<file path="src/rtl/osd_dii_pkt_arbiter.sv">
// Packet-level round-robin arbiter merging N DII flit streams without interleaving packets.
// Optional stall watchdog enabled by defining OSD_DII_PKT_ARBITER_WATCHDOG_EN.
module osd_dii_pkt_arbiter #(
  parameter int unsigned N       = 4,
  parameter int unsigned TIMEOUT = 1024
) (
  input  logic                 clk,
  input  logic                 rst,
  input  logic [16*N-1:0]      in_data,
  input  logic [N-1:0]         in_valid,
  input  logic [N-1:0]         in_last,
  output logic [N-1:0]         in_ready,
  output logic [15:0]          out_data,
  output logic                 out_valid,
  output logic                 out_last,
  input  logic                 out_ready,
  output logic [$clog2(N)-1:0] grant_id,
  output logic                 busy,
  output logic                 err_timeout
);

  localparam int unsigned IW = $clog2(N);

  typedef enum logic {IDLE, BUSY} state_t;

  state_t         state, state_nxt;
  logic [IW-1:0]  ptr, ptr_nxt, grant_nxt;
  logic [IW-1:0]  pick, sel;
  logic           pick_found;
  logic           xfer;
  int unsigned    idx;
  logic [15:0]    data_arr [N];

  if (N < 2 || N > 16 || TIMEOUT < 2) begin : g_cfg_check
    $error("osd_dii_pkt_arbiter: N must be 2..16 and TIMEOUT >= 2");
  end

  for (genvar i = 0; i < int'(N); i++) begin : g_split
    assign data_arr[i] = in_data[16*i +: 16];
  end

  // Round-robin search from ptr upward, wrapping modulo N
  always_comb begin
    pick       = '0;
    pick_found = 1'b0;
    idx        = 0;
    for (int unsigned k = 0; k < N; k++) begin
      idx = 32'(ptr) + k;
      if (idx >= N) idx = idx - N;
      if (!pick_found && in_valid[IW'(idx)]) begin
        pick       = IW'(idx);
        pick_found = 1'b1;
      end
    end
  end

  assign sel  = (state == BUSY) ? grant_id : pick;
  assign xfer = out_valid && out_ready;
  assign busy = (state == BUSY);

  // State register
  always_ff @(posedge clk) begin
    if (!rst) begin
      state    <= IDLE;
      ptr      <= '0;
      grant_id <= '0;
    end else begin
      state    <= state_nxt;
      ptr      <= ptr_nxt;
      grant_id <= grant_nxt;
    end
  end

  // Next-state: lock on a non-last first flit, release on the last flit
  always_comb begin
    state_nxt = state;
    ptr_nxt   = ptr;
    grant_nxt = grant_id;
    case (state)
      IDLE: begin
        if (xfer) begin
          ptr_nxt = (pick == IW'(N - 1)) ? '0 : pick + IW'(1);
          if (!out_last) begin
            state_nxt = BUSY;
            grant_nxt = pick;
          end
        end
      end
      BUSY: begin
        if (xfer && out_last) state_nxt = IDLE;
      end
      default: state_nxt = IDLE;
    endcase
  end

  // Output mux; everything is quiet while reset is held
  always_comb begin
    in_ready  = '0;
    out_valid = 1'b0;
    out_data  = '0;
    out_last  = 1'b0;
    if (rst && (state == BUSY || pick_found)) begin
      out_valid     = in_valid[sel];
      out_data      = data_arr[sel];
      out_last      = in_last[sel];
      in_ready[sel] = out_ready;
    end
  end

`ifdef OSD_DII_PKT_ARBITER_WATCHDOG_EN
  localparam int unsigned CW = $clog2(TIMEOUT + 1);

  logic [CW-1:0] stall_cnt;
  logic          err_q;

  // Saturating stall counter; error latches one edge after it hits TIMEOUT
  always_ff @(posedge clk) begin
    if (!rst) begin
      stall_cnt <= '0;
      err_q     <= 1'b0;
    end else begin
      if (stall_cnt == CW'(TIMEOUT)) err_q <= 1'b1;
      if (state != BUSY || xfer) stall_cnt <= '0;
      else if (stall_cnt != CW'(TIMEOUT)) stall_cnt <= stall_cnt + CW'(1);
    end
  end

  assign err_timeout = err_q;
`else
  assign err_timeout = 1'b0;
`endif

endmodule

</file>
<file path="config.mk">
export PLATFORM = sky130hd
export DESIGN_NAME = osd_dii_pkt_arbiter
export DESIGN_NICKNAME = d
export VERILOG_FILES = /design/src/rtl/osd_dii_pkt_arbiter.sv
export SDC_FILE = /design/constraint.sdc
export NUM_CORES = 1
export LEC_CHECK = 0
export ABC_CLOCK_PERIOD_IN_PS = 3200
export CAP_MARGIN = 15
export CORE_MARGIN = 1
export CORE_UTILIZATION = 31
export DETAILED_ROUTE_END_ITERATION = 8
export HOLD_SLACK_MARGIN = 0.08
export PLACE_DENSITY = 0.92
export SYNTH_ARGS = -nofsm -noshare
export SYNTH_HDL_FRONTEND = slang
export SYNTH_SLANG_ARGS = --single-unit
</file>
<file path="constraint.sdc">
create_clock -name clk -period 3.2 [get_ports clk]
set_input_delay 0.64 -clock clk [delete_from_list [all_inputs] [get_ports clk]]
set_output_delay 0.64 -clock clk [all_outputs]
set_load 0.1 [all_outputs]
</file>
# Yosys cells after proc, flatten, opt, wreduce, memory -nomap -nowiden
# Index checks and enable logic that the tools add are counted.
dict set report op_classes {
  add_sub_neg 8
  mul 0
  div_mod_pow 0
  magnitude_cmp 11
  n_eq_ne 1
  n_shift 0
  n_mux 39
  n_bitwise 4
  reduce_logical 13
}
# operator n
set op_table {}
lappend op_table {{two-way mux 16 bit} 3}
lappend op_table {{binary-select mux 16 bit (select 2 bit)} 1}
lappend op_table {{two-way mux 2 bit} 10}
lappend op_table {{two-way mux 1 bit} 16}
lappend op_table {{< comparator 2 x 3 -> 1 bit, second input constant} 5}
lappend op_table {{binary-select mux 1 bit (select 2 bit)} 6}
lappend op_table {{>= comparator 3 bit, second input constant} 4}
lappend op_table {{subtractor 2 x 1 -> 2 bit, second input constant} 4}
lappend op_table {{logical AND 1 bit} 7}
lappend op_table {{adder 2 x 2 -> 3 bit, second input constant} 2}
lappend op_table {{AND 4 bit} 1}
lappend op_table {{two-way mux 4 bit} 1}
lappend op_table {{adder 2 x 1 -> 3 bit, second input constant} 1}
lappend op_table {{>= comparator 2 x 3 -> 1 bit, second input constant} 1}
lappend op_table {{zero test 1 bit} 3}
lappend op_table {{NOT 2 -> 3 bit} 1}
lappend op_table {{AND reduction 3 bit} 1}
lappend op_table {{adder 2 x 1 -> 2 bit, second input constant} 1}
lappend op_table {{demux 1 bit (select 2 bit)} 1}
lappend op_table {{equality test 2 bit, second input constant} 1}
lappend op_table {{>= comparator 2 x 1 -> 1 bit, second input constant} 1}
lappend op_table {{NOT 1 bit} 2}
lappend op_table {{one-hot mux 1 bit (2 select lines)} 1}
lappend op_table {{AND reduction 2 bit} 1}
lappend op_table {{logical OR 1 bit} 1}
dict set report totals {
  reg_bits 5
  latchBits 0
  ram_bits 0
  mem_bits_ro 0
  inputBits 75
  out_inout_bits 26
  memories 0
}

# Longest topological paths before layout
# Gate-level depths: netlist of run 1.
dict set report depth {
  ltp_word 22
  ltp_mapped 9
}

# Least setup slack after synthesis of run 1
# Ideal clock, no wire load.
dict set report synth_path {
  kind {flip-flop to output port}
  from {register (tool-made name)}
  to {output out_data[0]}
  t_arrival_ns 4.419
  required_time_ns 2.560
  path_slack_ns -1.859
  path_stages_with_launch 10
  path_buffers 4
  cell_sequence {dfxtp_1 > buf_4 > nor2_1 > o21ai_1 > and3_1 > buf_6 > buf_6 > buf_4 > mux2i_1 > a211oi_1}
}
# element line_no
set synth_rtl {}
lappend synth_rtl {{end, declared} 13} ;# output logic [15:0] out_data,

# Final worst setup path of run 1
dict set report layout_path {
  from {input in_valid[1]}
  to {output out_data[7]}
}
dict set report layout_between {
  elab_chain_len 18
}
# element line_no
set layout_lines {}
lappend layout_lines {{start, declared} 10} ;# input logic [N-1:0] in_valid,
lappend layout_lines {{binary-select mux 1 bit (select 2 bit)} 50} ;# if (!pick_found && in_valid[IW'(idx)]) begin
lappend layout_lines {{two-way mux 1 bit (implied by the code)} 50}
lappend layout_lines {{two-way mux 1 bit} 50}
lappend layout_lines {{zero test 1 bit} 50}
lappend layout_lines {{logical AND 1 bit} 50}
lappend layout_lines {{two-way mux 1 bit} 50}
lappend layout_lines {{zero test 1 bit} 50}
lappend layout_lines {{logical AND 1 bit} 50}
lappend layout_lines {{two-way mux 1 bit} 50}
lappend layout_lines {{zero test 1 bit} 50}
lappend layout_lines {{logical AND 1 bit} 50}
lappend layout_lines {{two-way mux 2 bit} 50}
lappend layout_lines {{two-way mux 2 bit} 57} ;# assign sel = (state == BUSY) ? grant_id : pick;
lappend layout_lines {{NOT 2 -> 3 bit (implied by the code)} 104} ;# out_data = data_arr[sel];
lappend layout_lines {{binary-select mux 16 bit (select 2 bit)} 104}
lappend layout_lines {{two-way mux 16 bit (implied by the code) (2 in a row)} 104}
lappend layout_lines {{two-way mux 16 bit *} 102} ;# if (rst && (state == BUSY || pick_found)) begin
# Every way passes the cells marked *; elsewhere a longest branch is shown, timed or not. The select of a mux whose other input is x is not followed.

==> results of run 1 <==
-- through the flow --
step | std cells | setup WS [ns] | setup TNS (ns) | total power (uW)
6_report | 316 | -0.0615 | -0.179 | 1350
5_1_grt | 316 | -0.145 | -1.04 | 1390
4_1_cts | 313 | 0.0171 | 0 | 1260
3_5_place_dp | 294 | -0.379 | -5.57 | 1050
3_3_place_gp | 294 | -0.239 | -3.74 | 1020
2_1_floorplan | 138 | -0.220 | -2.41 | 717
-- metal layers --
metal	vias up	GRT usage [%]	routed length, um
met2	193	74.8	4270
met1	908	35.3	2430
met3	72	10.3	821
met5	-	0	0
met4	0	28.6	695
li1	768	-	-
-- final cells by class --
| class | instances | area [um2] |
|---|---|---|
| Clock buffer | 4 | 26.3 |
| Fill cell | 93 | 219 |
| Inverter | 2 | 7.51 |
| Multi-Input combinational cell | 117 | 1320 |
| Sequential cell | 5 | 101 |
| Tap cell | 46 | 57.6 |
| Timing Repair Buffer | 142 | 1630 |
-- critical path, stage by stage --
cell and delay, ns:
clkdlybuf4s15_1 0.25, nor2b_1 0.09, a2111o_1 0.44, and3_4 0.23, buf_12 0.16, mux2_1 0.26, nor2_4 0.06, a211oi_4 0.27
buf_12 0.21
-- cells in the final DEF, fill, tap and decap left out, drive strengths merged, types with 2 or more instances in the layout --
cell / synthesis / layout
a211oi: 16 / 16
nand3: 2 / 2
mux2i: 21 / 21
nand2b: 2 / 2
nor3b: 2 / 2
nor2b: 5 / 5
nor2: 21 / 21
o211ai: 2 / 2
buf: 13 / 68
clkbuf: 1 / 6
clkdlybuf4s50: 0 / 70
o21ai: 5 / 5
dfxtp: 5 / 5
nor3: 4 / 4
inv: 2 / 2
nand2: 5 / 5
mux2: 16 / 16
a21oi: 5 / 5
a21boi: 2 / 2
-- kinds of logic after synthesis --
kind of cell | share of synthesized area, %
buffers and inverters | 9.30
AO/OA/AOI/OAI | 23.0
flip-flops | 9.19
other | 0.344
multiplexers | 37.9
AND/OR/NAND/NOR | 20.3
-- power breakdown --
| part | leakage [uW] | total, uW | internal [uW] | switching (uW) |
|---|---|---|---|---|
| logic | 0.00114 | 1180 | 522 | 661 |
| clock network | 0.0000150 | 86.1 | 47.9 | 38.1 |
| registers | 0.0000412 | 81.5 | 67.8 | 13.7 |
-- worst max-delay path by stage --
stage | endpoint | depth (start not counted) | slack, ns | startpoint
after floorplan | out_data[12] | 7 | -0.22 | grant_id[1]
after CTS | out_last | 10 | 0.02 | in_valid[0]
after global placement | out_data[6] | 9 | -0.24 | in_valid[2]
after detailed placement | out_data[13] | 9 | -0.38 | in_valid[2]
after global routing | out_last | 9 | -0.14 | in_valid[3]
final | out_data[7] | 9 | -0.06 | in_valid[1]
-- what timing repair did --
action	4_1_cts	5_1_grt
buffers inserted	13	2
pin swaps	18	5
gates cloned	2	1
resized for setup	46	13
endpoints found under the setup margin	19	20
==> flow_summary_export.csv, run 1 <==
group,metric,value,unit
sta,finalClockSkew,0.0154,ns
flow_run,cap_viol_max_count,0,
yosys,yosys_register_bits,5,
final_layout,layout-drive-gt1-share,51.9,%
outcome,run_status,"finished with violations",
setup_path,worst-r2r-setup-slack,0.05,ns
setup_path,rr_startpoint,"ptr[1]",
yosys,netlist-cell-type-count,35,
place,postPlaceCellArea,2770,um2
yosys,syn_nets,213,
yosys,syn_avg_cell_area,7.90,um2
place,io_buffers,99,
clock_network,cts_buffers,3,
power_and_ir_drop,ir_drop,0.000309,V
clock_network,worst_skew_pair.late_latency,0.27,ns
final_layout,num_antenna_cells,0,
yosys,count_of_flip_flops_with_a_built_in_enable_after_synthesis,0,
setup_path,worst_r2r_path_depth,16,
worst_hold_path,worstHoldPathType,"flip-flop to flip-flop",
sta,final-hold-violation-count,0,
power_and_ir_drop,cellPowerDensity,429,nW/um2
sta,period_utilisation_layout,102,%
sta,max_freq,307,MHz
yosys,syn-cell-area,1090,um2
yosys,post_synth_most_frequent_cells,"mux2i_1 (21), nor2_1 (21), a211oi_1 (16)",
drt,antenna_left,0,
yosys,post-synth-top-area-cell,"mux2i_1",
sta,worst_hold_slack,0.568,ns
drt,vias_after_detailed_routing,1941,
yosys,ys.warnings.count,0,
global_route,grt_pass1_wl,10.0,mm
clock_network,cts_hold_buffers,0,
drt,drt_first_pass_iters,4,
die,floorplan.die.width,61.3,um
setup_path,endpoint_kind,"primary output",
final_layout,area.growth.synth_to_final,189,%
die,design.core.area,3360,um2
clock_network,clockBufferDepth,2,
worst_hold_path,hp-start,"grant_id[0]",
clock_network,cts_tree,"built",
die,fp.dieArea,3760,um2
sta,final-max-slew-violation-count,0,
sta,period_needed,3.26,ns
place,place.gp.congestion,0.821,
clock_network,cts_root_buffer,"clkbuf_4",
yosys,synth_flop_cell,"dfxtp_1",
worst_hold_path,hold_path_depth,2,
yosys,synthTopCellsByArea,"mux2i_1 (19%), a211oi_1 (11%), mux2_1 (10%)",
clock_network,number_of_h_tree_levels,1,
global_route,number_of_antenna_violations_at_the_first_check_in_global_routing,0,
outcome,failing_checks,"setup timing",
sta,setup_viol_count_final,6,
yosys,async_reset_ff_share,0,%
clock_network,clkSlewWorstSetupHoldPaths,0.04,ns
setup_path,worst-setup-path-type,"input pin to primary output",
drt,routed_wirelength,8.21,mm
final_layout,layout.cell_area.non_filler,3140,um2
clock_network,cts.sink_count,5,
die,die_height,61.3,um
power_and_ir_drop,leakage,0.00120,uW
final_layout,final_nets,346,
global_route,globalRouteOverflowTotal,0,
setup_path,critical_path_required,2.56,ns
global_route,grt.total_usage,39.3,%
yosys,cell_count_after_synthesis,138,
final_layout,finish.utilization,93.5,%
die,initial_utilization,32.4,%
setup_path,crit_path_max_fanout,6,
place,hpwl,4.26,mm
drt,routed_via_density,6.14,
global_route,first_global_vias,1905,
worst_hold_path,whs_endpoint,"grant_id[0]",
setup_path,cp_data_arrival_time,2.62,ns
yosys,post-synth-top-area-fraction,19.3,%
setup_path,worstSetupStartpointType,"input pin",
die,floorplan.rows,21,
die,io_pins,101,
yosys,seq_area_frac_synth,9.18,%
global_route,grt_max_degree,18,
drt,route.detailed.wl_per_inst,26.0,um
drt,detailedRoute.firstIterationViolations,126,
drt,remaining_drc_errors,0,
sta,layout_setup_ws,-0.0615,ns
Power figures use the tool's default switching activity.
==> run 2: changes to the inputs <==
Settings changed: CELL_PAD_IN_SITES_DETAIL_PLACEMENT set to 1, CELL_PAD_IN_SITES_GLOBAL_PLACEMENT set to 1, CORE_UTILIZATION 31 to 20, PLACE_DENSITY 0.92 to unset, PLACE_DENSITY_LB_ADDON set to 0.08.
==> run 2 against run 1 <==
Against the previous run:
- critical path type unchanged
- maximum frequency up 3.4%
- core utilization down 32 points
- die area increased by 53%
- register-to-register slack improved by 0.99 ns
- largest power group unchanged
- combinational power fell by 3%
- worst hold slack worse by 0.045 ns
- via count fell by 20%
- wire length is 24% lower
- sequential power is essentially flat
- the run now ends clean
==> flow_summary_export.csv, run 2 (synthesized netlist as in run 1, its figures left out) <==
group,metric,value,unit
setup_path,crit_chain,"clkdlybuf4s15_2 > nor2b_1 > a2111o_1 > and3_4 > buf_12 > mux2_2 > nor2_4 > a211oi_4 > buf_12",
clock_network,number_of_h_tree_levels,1,
power_and_ir_drop,clkPwrFrac,8.8,%
sta,final-hold-violation-count,0,
die,floorplan.rows,26,
final_layout,area.growth.synth_to_final,193,%
global_route,grt_pass1_wl,8.65,mm
setup_path,crit_path_max_fanout,7,
power_and_ir_drop,cellPowerDensity,421,nW/um2
clock_network,cts_buffers,3,
drt,antenna_left,0,
setup_path,critical_path.max_stage_delay,0.40,ns
setup_path,cp_startpoint,"in_valid[2]",
setup_path,cp_data_arrival_time,2.52,ns
clock_network,cts_root_buffer,"clkbuf_8",
sta,layout_setup_ws,0.0445,ns
setup_path,crit_top_cell,"buf_12",
sta,period_utilisation_layout,98.6,%
sta,finalClockSkew,0.00363,ns
setup_path,slowest_stage,"a2111o_1",
die,fp.dieArea,5750,um2
global_route,globalRouteOverflowTotal,0,
sta,worst_hold_slack,0.523,ns
sta,period_needed,3.16,ns
die,floorplan.die.width,75.8,um
power_and_ir_drop,p_switching,668,uW
final_layout,layout-drive-gt1-share,50.6,%
sta,final-max-slew-violation-count,0,
global_route,first_global_vias,1610,
global_route,grt_max_degree,20,
setup_path,worst-setup-path-type,"input pin to primary output",
power_and_ir_drop,p_int,674,uW
place,placement.setup.worst_slack,-0.340,ns
drt,detailedRoute.firstIterationViolations,26,
clock_network,clockBufferDepth,2,
setup_path,endpoint_kind,"primary output",
global_route,number_of_antenna_violations_at_the_first_check_in_global_routing,0,
global_route,grt.total_usage,20.5,%
worst_hold_path,worstHoldPathType,"flip-flop to flip-flop",
flow_run,cap_viol_max_count,0,
outcome,run_status,"finished, final reports clean",
clock_network,worst_skew_pair.late_latency,0.22,ns
drt,drt_first_pass_iters,4,
final_layout,mostFrequentLayoutCell,"clkdlybuf4s50_1",
place,hpwl,4.39,mm
power_and_ir_drop,seqPwrFrac,6.1,%
power_and_ir_drop,pwr-share-comb,85.1,%
drt,route.detailed.wl_per_inst,19.0,um
clock_network,cts_tree,"built",
final_layout,num_antenna_cells,0,
drt,routed_wirelength,6.26,mm
clock_network,cts.sink_count,5,
setup_path,worst-r2r-setup-slack,1.04,ns
clock_network,clkSlewWorstSetupHoldPaths,0.04,ns
drt,remaining_drc_errors,0,
sta,setup_viol_count_final,0,
final_layout,final_nets,335,
final_layout,highest_count_cells_in_the_layout_ignoring_fill_and_taps,"clkdlybuf4s50_1 (70), buf_12 (29), buf_4 (23)",
clock_network,cts_hold_buffers,0,
setup_path,cp.buffers_inverters,3,
power_and_ir_drop,switching_share_of_total_power,49.8,%
power_and_ir_drop,leakage,0.00119,uW
die,design.core.area,5170,um2
die,die_height,75.8,um
setup_path,setup.worst_path.end,"out_data[3]",
setup_path,cell_family_contributing_the_most_delay_on_the_critical_path,"compound AO/OA/AOI/OAI gates",
setup_path,critical_path_required,2.56,ns
sta,max_freq,317,MHz
setup_path,crit_cells,9,
power_and_ir_drop,ir_drop,0.000208,V
place,io_buffers,99,
place,place.gp.congestion,0.750,
setup_path,worstSetupStartpointType,"input pin",
die,initial_utilization,21.1,%
drt,vias_after_detailed_routing,1560,
setup_path,rr_startpoint,"ptr[1]",
setup_path,worst_r2r_path_depth,8,
power_and_ir_drop,report.power.total,1340,uW
die,io_pins,101,
drt,routed_via_density,4.74,
setup_path,ff_to_ff_end,"grant_id[0]",
==> run 2: cell types whose count changed in the layout (fill, tap and decap cells not counted), moves of 3 or more <==
| cell | delta |
|---|---|
| buf_12 | +3 |
| buf_4 | -13 |
| clkbuf_4 | -3 |
| clkbuf_8 | +3 |
| mux2_1 | -4 |
| mux2_4 | +4 |
| nor2_2 | -4 |
==> run 2: tightest hold or removal path: cells and delay by family (launching register included) <==
family	cells	cell delay, ns
flops	1	0.34
mux	1	0.06
simple gates	1	0.07
==> run 2: worst min path at each step <==
stage | from | end | slack, ns | cells after the start
finish | grant_id[0] | grant_id[0] | 0.52 | 2
detailed placement | grant_id[0] | grant_id[0] | 0.52 | 2
global placement | grant_id[0] | grant_id[0] | 0.49 | 2
floorplan | ptr[0] | ptr[0] | 0.60 | 4
global route | grant_id[0] | grant_id[0] | 0.56 | 2
CTS | grant_id[0] | grant_id[0] | 0.53 | 2
==> run 2: routing by layer <==
metal  vias to the layer above  wire length, um  GRT usage [%]
li1                        740                -              -
met1                       758             2390           22.8
met2                        60             3450           41.4
met3                         2              411           2.78
met4                         0                8           2.88
met5                         -                0              0
==> run 2: through the flow <==
stage	utilization (%)	std cells	TNS, ns	instance area (um2)
finish	61.7	329	0	3190
global placement	54.5	315	-3.68	2820
global route	61.7	329	-0.00794	3190
detailed placement	54.5	315	-5.00	2820
floorplan	-	138	-2.41	1420
CTS	59.5	323	0	3080
==> run 2: final cells by class <==
class                           count  area, um2
Clock buffer                        4       45.0
Fill cell                         522       1980
Inverter                            2       7.51
Multi-Input combinational cell    117       1340
Sequential cell                     5        101
Tap cell                           70       87.6
Timing Repair Buffer              131       1610
==> run 2: power by group through the flow <==
stage	Clock, uW	Sequential [uW]	Combinational, uW
4_1_cts	121	81.2	1090
6_report	119	81.4	1140
5_1_grt	123	82.5	1180
3_3_place_gp	0	80.6	958
2_1_floorplan	0	96.3	621
3_5_place_dp	0	81.5	978
==> run 2: timing repair <==
item                                    CTS  global route
pin swaps                                23             5
setup buffers                             3             5
endpoints found under the hold margin     0             0
gates cloned                              3             1
endpoints found under the setup margin   21            18
gates resized for setup                  49            10
==> run 3: changes to the inputs <==
Settings changed: CORE_ASPECT_RATIO set to 0.5.
==> run 3 against run 2 <==
Against the previous run:
- worst hold slack lost 0.0046 ns
- global-route usage shrank 1.7 points
- largest power group unchanged
- critical path depth shrank 1
- highest routed layer unchanged
- clock power is essentially flat
- core utilization shrank 2.1 points
- die area grew 0.32%
- first-iteration DRC count shrank 15%
- sequential share of layout area grew 0.17 points
==> flow_summary_export.csv, run 3 (synthesized netlist as in run 1, its figures left out) <==
group,metric,value,unit
power_and_ir_drop,seqPwrFrac,6.5,%
sta,period_utilisation_layout,97.3,%
place,place.gp.congestion,0.751,
power_and_ir_drop,ir_drop,0.000205,V
drt,antenna_left,0,
setup_path,endpoint_kind,"primary output",
clock_network,clockBufferDepth,2,
final_layout,area.growth.synth_to_final,178,%
setup_path,worstSetupStartpointType,"input pin",
power_and_ir_drop,cellPowerDensity,414,nW/um2
final_layout,final_nets,331,
global_route,gr-max-usage-layer,"met2",
setup_path,cp_data_arrival_time,2.48,ns
power_and_ir_drop,clkPwrFrac,9.6,%
drt,remaining_drc_errors,0,
global_route,first_global_vias,1639,
sta,rsz_0062_raised_after_global_routing,"no",
worst_hold_path,whs_endpoint,"grant_id[0]",
clock_network,number_of_h_tree_levels,1,
final_layout,n_fill_cell,539,
final_layout,layout-drive-gt1-share,45.9,%
global_route,grt_pass1_wl,8.34,mm
setup_path,rr_startpoint,"ptr[1]",
clock_network,post_cts_buffers,0,
final_layout,layout.cell_area.non_filler,3030,um2
place,hpwl,4.15,mm
drt,detailedRoute.firstIterationViolations,22,
sta,setup_viol_count_final,0,
sta,setup-tns-final,0,ns
setup_path,worst-setup-path-type,"input pin to primary output",
die,initial_utilization,21.4,%
global_route,number_of_antenna_violations_at_the_first_check_in_global_routing,0,
global_route,globalRouteOverflowTotal,0,
final_layout,area.sequential,101,um2
power_and_ir_drop,switching_share_of_total_power,50.4,%
drt,route.detailed.wl_per_inst,16.8,um
power_and_ir_drop,leakage,0.00113,uW
global_route,grt.met1_usage,22.0,%
place,io_buffers,99,
clock_network,cts_root_buffer,"clkbuf_8",
sta,period_needed,3.12,ns
global_route,grt.total_usage,18.8,%
worst_hold_path,hold_path_depth,2,
drt,drt_first_pass_iters,4,
worst_hold_path,hp-start,"grant_id[0]",
place,postPlaceCellArea,2840,um2
sta,final-hold-violation-count,0,
flow_run,cap_viol_max_count,0,
clock_network,cts_tree,"built",
global_route,grt_max_degree,22,
setup_path,ff_to_ff_end,"grant_id[0]",
setup_path,worst_r2r_path_depth,8,
setup_path,critical_path.max_stage_delay,0.43,ns
power_and_ir_drop,p_switching,632,uW
final_layout,num_antenna_cells,0,
setup_path,slowest_stage,"a2111o_1",
worst_hold_path,worstHoldPathType,"flip-flop to flip-flop",
die,floorplan.rows,18,
clock_network,cts_hold_buffers,0,
final_layout,finish.utilization,59.5,%
drt,vias_after_detailed_routing,1508,
clock_network,cts_buffers,3,
die,die_height,54.2,um
final_layout,multi_input_area,1250,um2
setup_path,worst-r2r-setup-slack,1.03,ns
die,floorplan.die.width,106,um
clock_network,clkSlewWorstSetupHoldPaths,0.04,ns
final_layout,highest_count_cells_in_the_layout_ignoring_fill_and_taps,"clkdlybuf4s50_1 (70), buf_12 (28), buf_4 (21)",
sta,final-max-slew-violation-count,0,
final_layout,mostFrequentLayoutCell,"clkdlybuf4s50_1",
drt,routed_wirelength,5.47,mm
drt,routed_via_density,4.64,
sta,finalClockSkew,0.000358,ns
setup_path,crit_chain,"clkdlybuf4s15_1 > a2111o_1 > and3_4 > buf_16 > mux2_2 > nor2_2 > a211oi_4 > buf_12",
setup_path,crit_path_max_fanout,8,
power_and_ir_drop,p_int,623,uW
setup_path,cell_family_contributing_the_most_delay_on_the_critical_path,"compound AO/OA/AOI/OAI gates",
die,fp.dieArea,5770,um2
global_route,grt_use_met2,38.7,%
global_route,met3_usage,1.45,%
sta,max_freq,321,MHz
setup_path,cp.buffers_inverters,3,
die,io_pins,101,
setup_path,critical_path_required,2.56,ns
clock_network,cts.sink_count,5,
outcome,run_status,"finished, final reports clean",
power_and_ir_drop,pwr-share-comb,83.9,%
die,design.core.area,5090,um2
clock_network,worst_skew_pair.late_latency,0.22,ns
-- run 3: cell count changes in the layout (fill, tap and decap cells not counted), sizes merged --
cell,change
dlygate4sd2,-1
buf,-3
-- run 3: area by class of cell --
cell class / count / share of cell area (%)
Sequential cell: 5 / 3.34
Tap cell: 70 / 2.89
Clock buffer: 4 / 1.49
Timing Repair Buffer: 127 / 50.8
Multi-Input combinational cell: 117 / 41.2
Inverter: 2 / 0.248
-- run 3: metrics by stage --
stage | worst slack (ns) | hold slack [ns] | cells | power (uW)
2_1_floorplan | -0.220 | 0.599 | 138 | 717
3_3_place_gp | -0.269 | 0.505 | 318 | 1050
3_5_place_dp | -0.324 | 0.515 | 318 | 1060
4_1_cts | 0.00519 | 0.522 | 324 | 1240
5_1_grt | 0.00535 | 0.557 | 325 | 1300
6_report | 0.0849 | 0.518 | 325 | 1250
-- run 3: repair_timing --
item                                    CTS  global route
pin swaps                                 8            17
gates cloned                              2             1
resized for setup                        22            15
endpoints found under the setup margin   20            17
-- run 3: how the worst max path moves through the flow --
stage                     cells after the start         from  slack [ns]           end
after floorplan                               7  grant_id[1]       -0.22  out_data[12]
after global placement                        9  in_valid[2]       -0.27   out_data[2]
after detailed placement                      9  in_valid[2]       -0.32   out_data[3]
after CTS                                     9  in_valid[2]       0.005   out_data[4]
after global routing                          9  in_valid[1]       0.005   out_data[3]
final                                         8  in_valid[3]        0.08   out_data[3]
-- run 3: worst min-delay path, stage by stage (launching register included) --
cell	delay, ns
dfxtp_1	0.34
nand2_1	0.07
mux2i_1	0.05
-- run 3: metal layers --
metal | wire, um | vias up
met2 | 2850 | 45
met3 | 240 | 4
met5 | 0 | -
li1 | - | 728
met4 | 25 | 0
met1 | 2360 | 731
-- run 3: power by group through the flow --
| stage | sequential, uW | combinational (uW) | clock (uW) |
|---|---|---|---|
| 2_1_floorplan | 96.3 | 621 | 0 |
| 3_3_place_gp | 81.7 | 964 | 0 |
| 3_5_place_dp | 81.8 | 979 | 0 |
| 4_1_cts | 81.0 | 1030 | 124 |
| 5_1_grt | 82.2 | 1090 | 128 |
| 6_report | 81.3 | 1050 | 120 |
